File: src/rtl/simon_arb_pkg.sv
// Shared types and constants for the SIMON core arbiter.
// Word sizes follow the SIMON32/64 definitions: 16-bit words, 4 key words.
package simon_arb_pkg;

   localparam int BLK_N = 16;
   localparam int BLK_M = 4;

   localparam int TIMEOUT_W = 8;

   typedef enum logic [1:0] {IDLE, ISSUE, WAIT, RESP} arb_state_t;

   typedef logic [2*BLK_N-1:0]     blk_t;
   typedef logic [BLK_M*BLK_N-1:0] key_t;

endpackage

File: src/rtl/simon_rr_pick.sv
// Pointer-rotated priority encoder: first set request at or above ptr, wrapping.
module simon_rr_pick #(
   parameter  int NREQ  = 4,
   localparam int PTR_W = $clog2(NREQ)
) (
   input  logic [NREQ-1:0]  req,
   input  logic [PTR_W-1:0] ptr,
   output logic [PTR_W-1:0] grant,
   output logic             any
);

   int               idx;
   logic [PTR_W-1:0] idx_w;

   // Scan from the farthest offset down so the nearest requester is written last.
   always_comb begin
      grant = '0;
      idx   = 0;
      idx_w = '0;
      for (int i = NREQ - 1; i >= 0; i--) begin
         idx = int'(ptr) + i;
         if (idx >= NREQ) idx = idx - NREQ;
         idx_w = PTR_W'(idx);
         if (req[idx_w]) grant = idx_w;
      end
   end

   assign any = |req;

endmodule

File: src/rtl/simon_arbiter.sv
// Round-robin scheduler sharing one SIMON_control core between NREQ packet channels.
// Define KEY_CACHE_EN to skip key reloads when the requested key matches the last loaded one.
//
// state | meaning
// IDLE  | waiting for any request; newDATA/newKEY held low
// ISSUE | newDATA/newKEY held until the core signals loadDATA/loadKEY
// WAIT  | core computing; abort after TIMEOUT cycles
// RESP  | result presented to owner until rsp_ready[owner]
module simon_arbiter
   import simon_arb_pkg::*;
#(
   parameter int NREQ    = 4,
   parameter int N       = BLK_N,
   parameter int M       = BLK_M,
   parameter int TIMEOUT = 255
) (
   input  logic                      clk,
   input  logic                      nR,
   input  logic [NREQ-1:0]           req,
   input  logic [NREQ-1:0][2*N-1:0]  req_data,
   input  logic [NREQ-1:0][M*N-1:0]  req_key,
   input  logic [NREQ-1:0][7:0]      req_info,
   input  logic [NREQ-1:0][7:0]      req_count,
   output logic [NREQ-1:0]           ack,
   output logic [NREQ-1:0]           rsp_valid,
   input  logic [NREQ-1:0]           rsp_ready,
   output logic [2*N-1:0]            rsp_data,
   output logic [7:0]                rsp_info,
   output logic [7:0]                rsp_count,
   output logic                      rsp_err,
   output logic                      core_newDATA,
   output logic                      core_newKEY,
   output logic [2*N-1:0]            core_inDATA,
   output logic [M*N-1:0]            core_KEY,
   output logic [7:0]                core_infoIN,
   output logic [7:0]                core_countIN,
   output logic                      core_readDATA,
   input  logic                      core_loadDATA,
   input  logic                      core_loadKEY,
   input  logic                      core_doneDATA,
   input  logic [2*N-1:0]            core_outDATA,
   input  logic [7:0]                core_infoOUT,
   input  logic [7:0]                core_countOUT
);

   localparam int PTR_W = $clog2(NREQ);

   arb_state_t           state;
   logic [PTR_W-1:0]     ptr;
   logic [PTR_W-1:0]     owner;
   logic [PTR_W-1:0]     grant;
   logic                 any_req;
   logic [TIMEOUT_W-1:0] wait_cnt;
   logic                 nd_next;
   logic                 nk_next;

   assign nd_next = core_newDATA & ~core_loadDATA;
   assign nk_next = core_newKEY  & ~core_loadKEY;

   simon_rr_pick #(.NREQ(NREQ)) u_pick (
      .req   (req),
      .ptr   (ptr),
      .grant (grant),
      .any   (any_req)
   );

`ifdef KEY_CACHE_EN
   logic [M*N-1:0] last_key;
   logic           key_valid;
`endif

   always_ff @(posedge clk or negedge nR) begin
      if (!nR) begin
         state         <= IDLE;
         ptr           <= '0;
         owner         <= '0;
         wait_cnt      <= '0;
         ack           <= '0;
         rsp_valid     <= '0;
         rsp_data      <= '0;
         rsp_info      <= '0;
         rsp_count     <= '0;
         rsp_err       <= 1'b0;
         core_newDATA  <= 1'b0;
         core_newKEY   <= 1'b0;
         core_inDATA   <= '0;
         core_KEY      <= '0;
         core_infoIN   <= '0;
         core_countIN  <= '0;
         core_readDATA <= 1'b0;
`ifdef KEY_CACHE_EN
         last_key      <= '0;
         key_valid     <= 1'b0;
`endif
      end else begin
         ack           <= '0;
         core_readDATA <= 1'b0;
         unique case (state)
            IDLE: begin
               if (any_req) begin
                  owner        <= grant;
                  core_inDATA  <= req_data[grant];
                  core_KEY     <= req_key[grant];
                  core_infoIN  <= req_info[grant];
                  core_countIN <= req_count[grant];
                  ack[grant]   <= 1'b1;
                  core_newDATA <= 1'b1;
`ifdef KEY_CACHE_EN
                  core_newKEY  <= !key_valid || (req_key[grant] != last_key);
`else
                  core_newKEY  <= 1'b1;
`endif
                  state        <= ISSUE;
               end
            end
            ISSUE: begin
               core_newDATA <= nd_next;
               core_newKEY  <= nk_next;
`ifdef KEY_CACHE_EN
               if (core_newKEY && core_loadKEY) begin
                  last_key  <= core_KEY;
                  key_valid <= 1'b1;
               end
`endif
               if (!nd_next && !nk_next) begin
                  state    <= WAIT;
                  wait_cnt <= TIMEOUT_W'(TIMEOUT - 1);
               end
            end
            WAIT: begin
               // doneDATA takes priority over an expiring timer.
               if (core_doneDATA) begin
                  rsp_data         <= core_outDATA;
                  rsp_info         <= core_infoOUT;
                  rsp_count        <= core_countOUT;
                  rsp_err          <= 1'b0;
                  core_readDATA    <= 1'b1;
                  rsp_valid        <= '0;
                  rsp_valid[owner] <= 1'b1;
                  state            <= RESP;
               end else if (wait_cnt == '0) begin
                  rsp_data         <= '0;
                  rsp_info         <= core_infoIN;
                  rsp_count        <= core_countIN;
                  rsp_err          <= 1'b1;
                  rsp_valid        <= '0;
                  rsp_valid[owner] <= 1'b1;
`ifdef KEY_CACHE_EN
                  key_valid        <= 1'b0;
`endif
                  state            <= RESP;
               end else begin
                  wait_cnt <= wait_cnt - 1'b1;
               end
            end
            RESP: begin
               if (rsp_ready[owner]) begin
                  rsp_valid <= '0;
                  ptr       <= (owner == PTR_W'(NREQ - 1)) ? '0 : owner + 1'b1;
                  state     <= IDLE;
               end
            end
            default: state <= IDLE;
         endcase
      end
   end

endmodule

File: config.mk
export PLATFORM = sky130hd
export DESIGN_NAME = simon_arbiter
export DESIGN_NICKNAME = d
export VERILOG_FILES = /design/src/rtl/simon_arb_pkg.sv /design/src/rtl/simon_rr_pick.sv /design/src/rtl/simon_arbiter.sv
export SDC_FILE = /design/constraint.sdc
export NUM_CORES = 1
export LEC_CHECK = 0
export CAP_MARGIN = 5
export CELL_PAD_IN_SITES_DETAIL_PLACEMENT = 0
export CELL_PAD_IN_SITES_GLOBAL_PLACEMENT = 2
export CORE_AREA = 2 2 267 269
export CTS_BUF_LIST = sky130_fd_sc_hd__clkbuf_4 sky130_fd_sc_hd__clkbuf_8
export CTS_CLUSTER_DIAMETER = 40
export CTS_CLUSTER_SIZE = 20
export DETAILED_ROUTE_END_ITERATION = 16
export DIE_AREA = 0 0 269 271
export PLACE_DENSITY_LB_ADDON = 0.2
export SYNTH_ARGS = -nofsm -noshare
export SYNTH_HDL_FRONTEND = slang
export SYNTH_SLANG_ARGS = --single-unit
File: constraint.sdc
create_clock -name clk -period 6 [get_ports clk]
set_input_delay 0.9 -clock clk [delete_from_list [all_inputs] [get_ports clk]]
set_output_delay 0.9 -clock clk [all_outputs]
set_load 0.01 [all_outputs]
==> out/metrics.csv, run 1 <==
metric;value;unit
setup_tns;0;ns
grt_pass1_wl;85500;um
nNetsFinal;2184;
worst_ir_drop_vdd;0.283;mV
synth_seq_cells;186;
drt_wl_total;60400;um
path_class;in2reg;
arrival;3.93;ns
area_delta_synth_final;69.0;%
die_h;271;um
synthDominantCellAreaShare;0.399;
drt-initial-drc-count;424;
htreeDepth;4;
synth_top_area_cell;dfrtp_1;
min_path_type;in2async;
top_layer;met5;
num_rows;97;
avgSynthCellArea;11.1;um^2
via_count;11100;
wl_met1;22600;um
synth_area_leaders;dfrtp_1 40%, mux2i_1 11%, a221oi_2 10%;
r2r_start;ptr[1];
yosys_most_used_dff;dfrtp_1;
cts_tree;yes;
synth_cell_types;51;
clockBufferDepth;2;
synth_edf_count;0;
synth_most_common_cell;dfrtp_1;
met2WireLength;31900;um
r2r_cells;7;
root_buffer;clkbuf_8;
portBuffers;680;
netlist_instances;1051;
start_util;0.167;
drtAntennaViolNets;0;
grt_antenna_before_repair;13;
clkLatencyLatePin;0.56;ns
startpoint_type;input pin;
status;finished clean;
wl_per_cell;23.0;um
rsz0062_at_grt;false;
setup.worst_path.end_class;flop;
yosysSeqAreaShare;0.399;
max_freq;283;MHz
syn_area;11700;um^2
power_density;405;nW/um^2
yosysWarnings;0;
min_period;3.53;ns
drive_gt1_frac;0.135;
synth_common_cells;186 x dfrtp_1, 129 x mux2i_1, 124 x nor2_1, 114 x and2_1, 80 x a221oi_2;
p_leak;7.64;nW
clk_pin_slew_worst_paths;0.12;ns
cts_hold_buf;0;
grt_usage;0.162;
async_reset_ff_frac;1.00;
viasPerCell;4.22;
drc_errors;0;
critPathLaunch;req[0];
dpl.hpwl;44600;um
gp_congestion;0.786;
fp.dieW;269;um
syn-num-nets;1570;
pin_count;681;
post-route-period-util;0.588;
grt_max_degree;117;
worstPathRequired;6.41;ns
clock-sinks;186;
cp_max_fo;47;
die-area;72900;um^2
route.met3.wl;5120;um
maxSlewViolCount;0;
core_area;69800;um^2
tightest_slew;0.870;ns
slew_headroom;0.420;
cts_buffers;17;
cts_resized;0;
maxCapViolCount;0;
postCtsSetupBuffers;0;
drt_first_pass_iters;4;
finalSetupViolCount;0;
power;7.99;mW
grt_overflow_total;0;
clock-skew-final;0.0197;ns
hold_viol;0;
grt_pass1_vias;12000;
## path summary, 6_finish.rpt
kind                            slack [ns]         endpoint
min in group clk                      0.49      rsp_info[6]
worst min register to register        0.49      rsp_info[6]
worst max-delay path                  2.47  core_countIN[1]
worst max register to register        2.87  core_countIN[1]
worst min-delay path                  0.38      rsp_info[1]
max in group asynchronous             4.44     core_KEY[35]
## routing by layer
metal,GRT usage,up-vias
met5,0,-
met4,0.0360,14
met3,0.0588,44
met2,0.296,406
met1,0.175,5435
li1,-,5176
## cell usage in the layout, fill, tap and decap left out, types with 3 or more instances in the layout
cell type          n
clkdlybuf4s50_1  679
ha_1              10
and2_1           113
a211oi_2          77
a21o_1             5
a211oi_1          39
a31oi_1            3
diode_2            7
xnor2_1            4
inv_6              6
dfrtp_1          186
nand2_1           31
clkbuf_8          19
a221oi_2          80
buf_12            11
a21oi_1            3
buf_4              7
a221oi_1          32
inv_1             12
a22o_1            32
clkinv_2           3
o21ai_0           22
mux2i_1          129
nor2_1           124
nor3_1             6
nand2b_1           3
nand4b_1           4
## sequential cells by signal, summed over array words and instances (netlist names)
signal         cells
owner              2
core_newKEY        1
core_inDATA       32
rsp_err            1
core_newDATA       1
ptr                2
rsp_info           8
rsp_count          8
wait_cnt           8
rsp_data          32
ack                4
core_countIN       8
core_infoIN        8
core_readDATA      1
rsp_valid          4
core_KEY          64
state              2
## cell type report
cell class,count,area [um^2]
tap,940,1180
inverter,12,45.0
timing repair buffer,698,7080
clock inverter,13,128
antenna,7,17.5
multi-input combinational,750,6350
fill,7232,50100
clock buffer,19,255
sequential,186,4650
## critical path, stage by stage
cell and delay [ns]:
clkdlybuf4s50_1 0.48, nand2_1 0.14, or2_4 0.53, nand3_4 0.73, buf_12 0.45, buf_12 0.24, a221oi_2 0.33, a211oi_2 0.07
## cell families (layout without fill, tap and decap cells)
kind of cell | Yosys count | in the layout | share of synthesized area
AO/OA/AOI/OAI | 300 | 300 | 0.280
XOR/XNOR | 4 | 4 | 0.00300
adder cells (fa/ha/maj) | 10 | 10 | 0.0107
buffers and inverters | 115 | 742 | 0.0590
flip-flops | 186 | 186 | 0.399
multiplexers | 132 | 132 | 0.115
other | 0 | 7 | 0
AND/OR/NAND/NOR | 304 | 304 | 0.134
## through the flow
step                cell area [um^2]  std cells  hold WS [ns]  utilization  setup slack, ns
floorplan                      11700       1051         0.475            -             3.77
global placement               19300       2586         0.466        0.277             1.85
detailed placement             19300       2586         0.475        0.277             1.76
CTS                            19700       2618         0.371        0.282             2.39
global route                   19700       2622         0.407        0.282             2.23
finish                         19700       2625         0.379        0.282             2.47
## where the power goes
group	total (mW)	leakage (nW)	internal, mW	switching, mW
combinational	4.81	5.30	2.32	2.49
sequential	2.24	2.14	1.86	0.389
clock	0.932	0.199	0.355	0.577
Power figures use the tool's default switching activity.
==> run 2, diff against run 1 <==
==> constraint.sdc (replaced) <==
create_clock -name clk -period 2.85 [get_ports clk]
set_input_delay 0.4275 -clock clk [delete_from_list [all_inputs] [get_ports clk]]
set_output_delay 0.4275 -clock clk [all_outputs]
set_load 0.01 [all_outputs]
==> run 2 against run 1 <==
Against the previous run: non-clock buffer count up 40; die area unchanged; routed wire length up 2.0%; combinational power up 120%; sequential power up 110%; total power up 120%; register-to-register slack worse by 2.4 ns; global-route usage up 0.35 points; first-iteration DRC count up 1.4%; highest routed layer unchanged.
==> out/metrics.csv, run 2 (same netlist as run 1, synthesis figures left out) <==
metric;value;unit
root_buffer;clkbuf_8;
setup_tns;0;ns
maxSlewViolCount;0;
clkLatencyLatePin;0.57;ns
largest-register;core_KEY;
htreeDepth;4;
cts_tree;yes;
grt_usage;0.165;
max_freq;414;MHz
rsz0062_at_grt;false;
cp_max_fo;36;
via_count;11200;
area_delta_synth_final;72.5;%
die-area;72900;um^2
slew_headroom;0.411;
min_path_type;in2async;
layout_commonest_cell;clkdlybuf4s50_1;
swShare;0.431;
cts_buffers;17;
clockBufferDepth;2;
drc_errors;0;
setup.worst_path.end_class;flop;
critPathLaunch;ptr[1];
largestRegisters;core_KEY x64, core_inDATA x32, rsp_data x32;
drt_first_pass_iters;5;
status;finished clean;
gp_congestion;0.838;
power_density;859;nW/um^2
power.switching;7.45;mW
drt-initial-drc-count;430;
cts_hold_buf;1;
grt_max_degree;84;
min_period;2.42;ns
largest_register_ffs;64;
fp.dieW;269;um
sequentialPowerShare;0.274;
arrival;2.84;ns
maxCapViolCount;0;
nNetsFinal;2224;
grt_antenna_before_repair;16;
final_cell_mix;679 x clkdlybuf4s50_1, 186 x dfrtp_1, 129 x mux2i_1;
portBuffers;680;
viasPerCell;4.19;
worst_ir_drop_vdd;0.652;mV
drt_wl_total;61600;um
postCtsSetupBuffers;0;
power_frac_clock;0.114;
start_util;0.167;
path_class;reg2reg;
grt_pass1_wl;86500;um
cts_resized;0;
post-route-period-util;0.848;
r2r_start;ptr[1];
finalSetupViolCount;0;
die_h;271;um
grt_pass1_vias;12100;
drive_gt1_frac;0.155;
grt_overflow_total;0;
p_int;9.83;mW
num_rows;97;
combPwrFrac;0.611;
tightest_slew;0.882;ns
power;17.3;mW
worstPathRequired;3.27;ns
wl_per_cell;23.1;um
startpoint_type;flop;
clock-skew-final;0.0269;ns
dpl.hpwl;47700;um
hold_viol;0;
drtAntennaViolNets;0;
core_area;69800;um^2
clk_pin_slew_worst_paths;0.13;ns
clock-sinks;186;
p_leak;7.87;nW
pin_count;681;
[run 2: path summary, 6_finish.rpt]
path / end / slack (ns) / cells past startpoint
max reg2reg: core_infoIN[5] / 0.43 / 6
max in group asynchronous: core_KEY[35] / 1.70 / 3
max: core_infoIN[5] / 0.43 / 6
min in group clk: rsp_data[26] / 0.46 / 2
min reg2reg: rsp_count[7] / 0.49 / 2
min: core_countIN[6] / 0.36 / 2
[run 2: stage by stage]
stage,hold WS (ns),utilization,instances,area [um^2],setup WS (ns)
after floorplan,0.132,-,1051,11700,0.951
after global placement,0.407,0.282,2625,19700,-0.0728
after detailed placement,0.415,0.282,2625,19700,-0.0810
after CTS,0.316,0.288,2658,20100,0.368
after global routing,0.341,0.288,2663,20100,0.256
final,0.356,0.288,2663,20100,0.434
[run 2: area by class of cell]
type,count,area [um^2]
Inverter,12,45.0
Fill cell,7276,49700
Timing Repair Buffer,738,7490
Antenna cell,5,12.5
Multi-Input combinational cell,750,6350
Clock buffer,19,255
Clock inverter,13,130
Sequential cell,186,4650
Tap cell,940,1180
[run 2: critical path, cell delays in order (launching register included)]
cell and delay [ns]:
dfrtp_1 0.45, nand2_1 0.13, a311oi_2 0.13, or2_1 0.30, nor2_4 0.70, buf_12 0.34
a211oi_2 0.12
[run 2: power groups by stage]
stage | Sequential [mW] | Combinational (mW) | Clock [mW]
global route | 4.91 | 11.4 | 2.18
finish | 4.74 | 10.6 | 1.98
floorplan | 5.17 | 5.00 | 0
detailed placement | 4.80 | 10.8 | 0
CTS | 4.76 | 10.8 | 2.09
global placement | 4.78 | 10.7 | 0
[run 2: metal layers]
| metal | track usage | share of wire | vias to the layer above | wire, um |
|---|---|---|---|---|
| met1 | 0.182 | 0.38 | 5428 | 23600 |
| met2 | 0.302 | 0.53 | 396 | 32400 |
| li1 | - | - | 5267 | - |
| met3 | 0.0559 | 0.076 | 55 | 4710 |
| met5 | 0 | 0.0022 | - | 133 |
| met4 | 0.0376 | 0.013 | 20 | 819 |
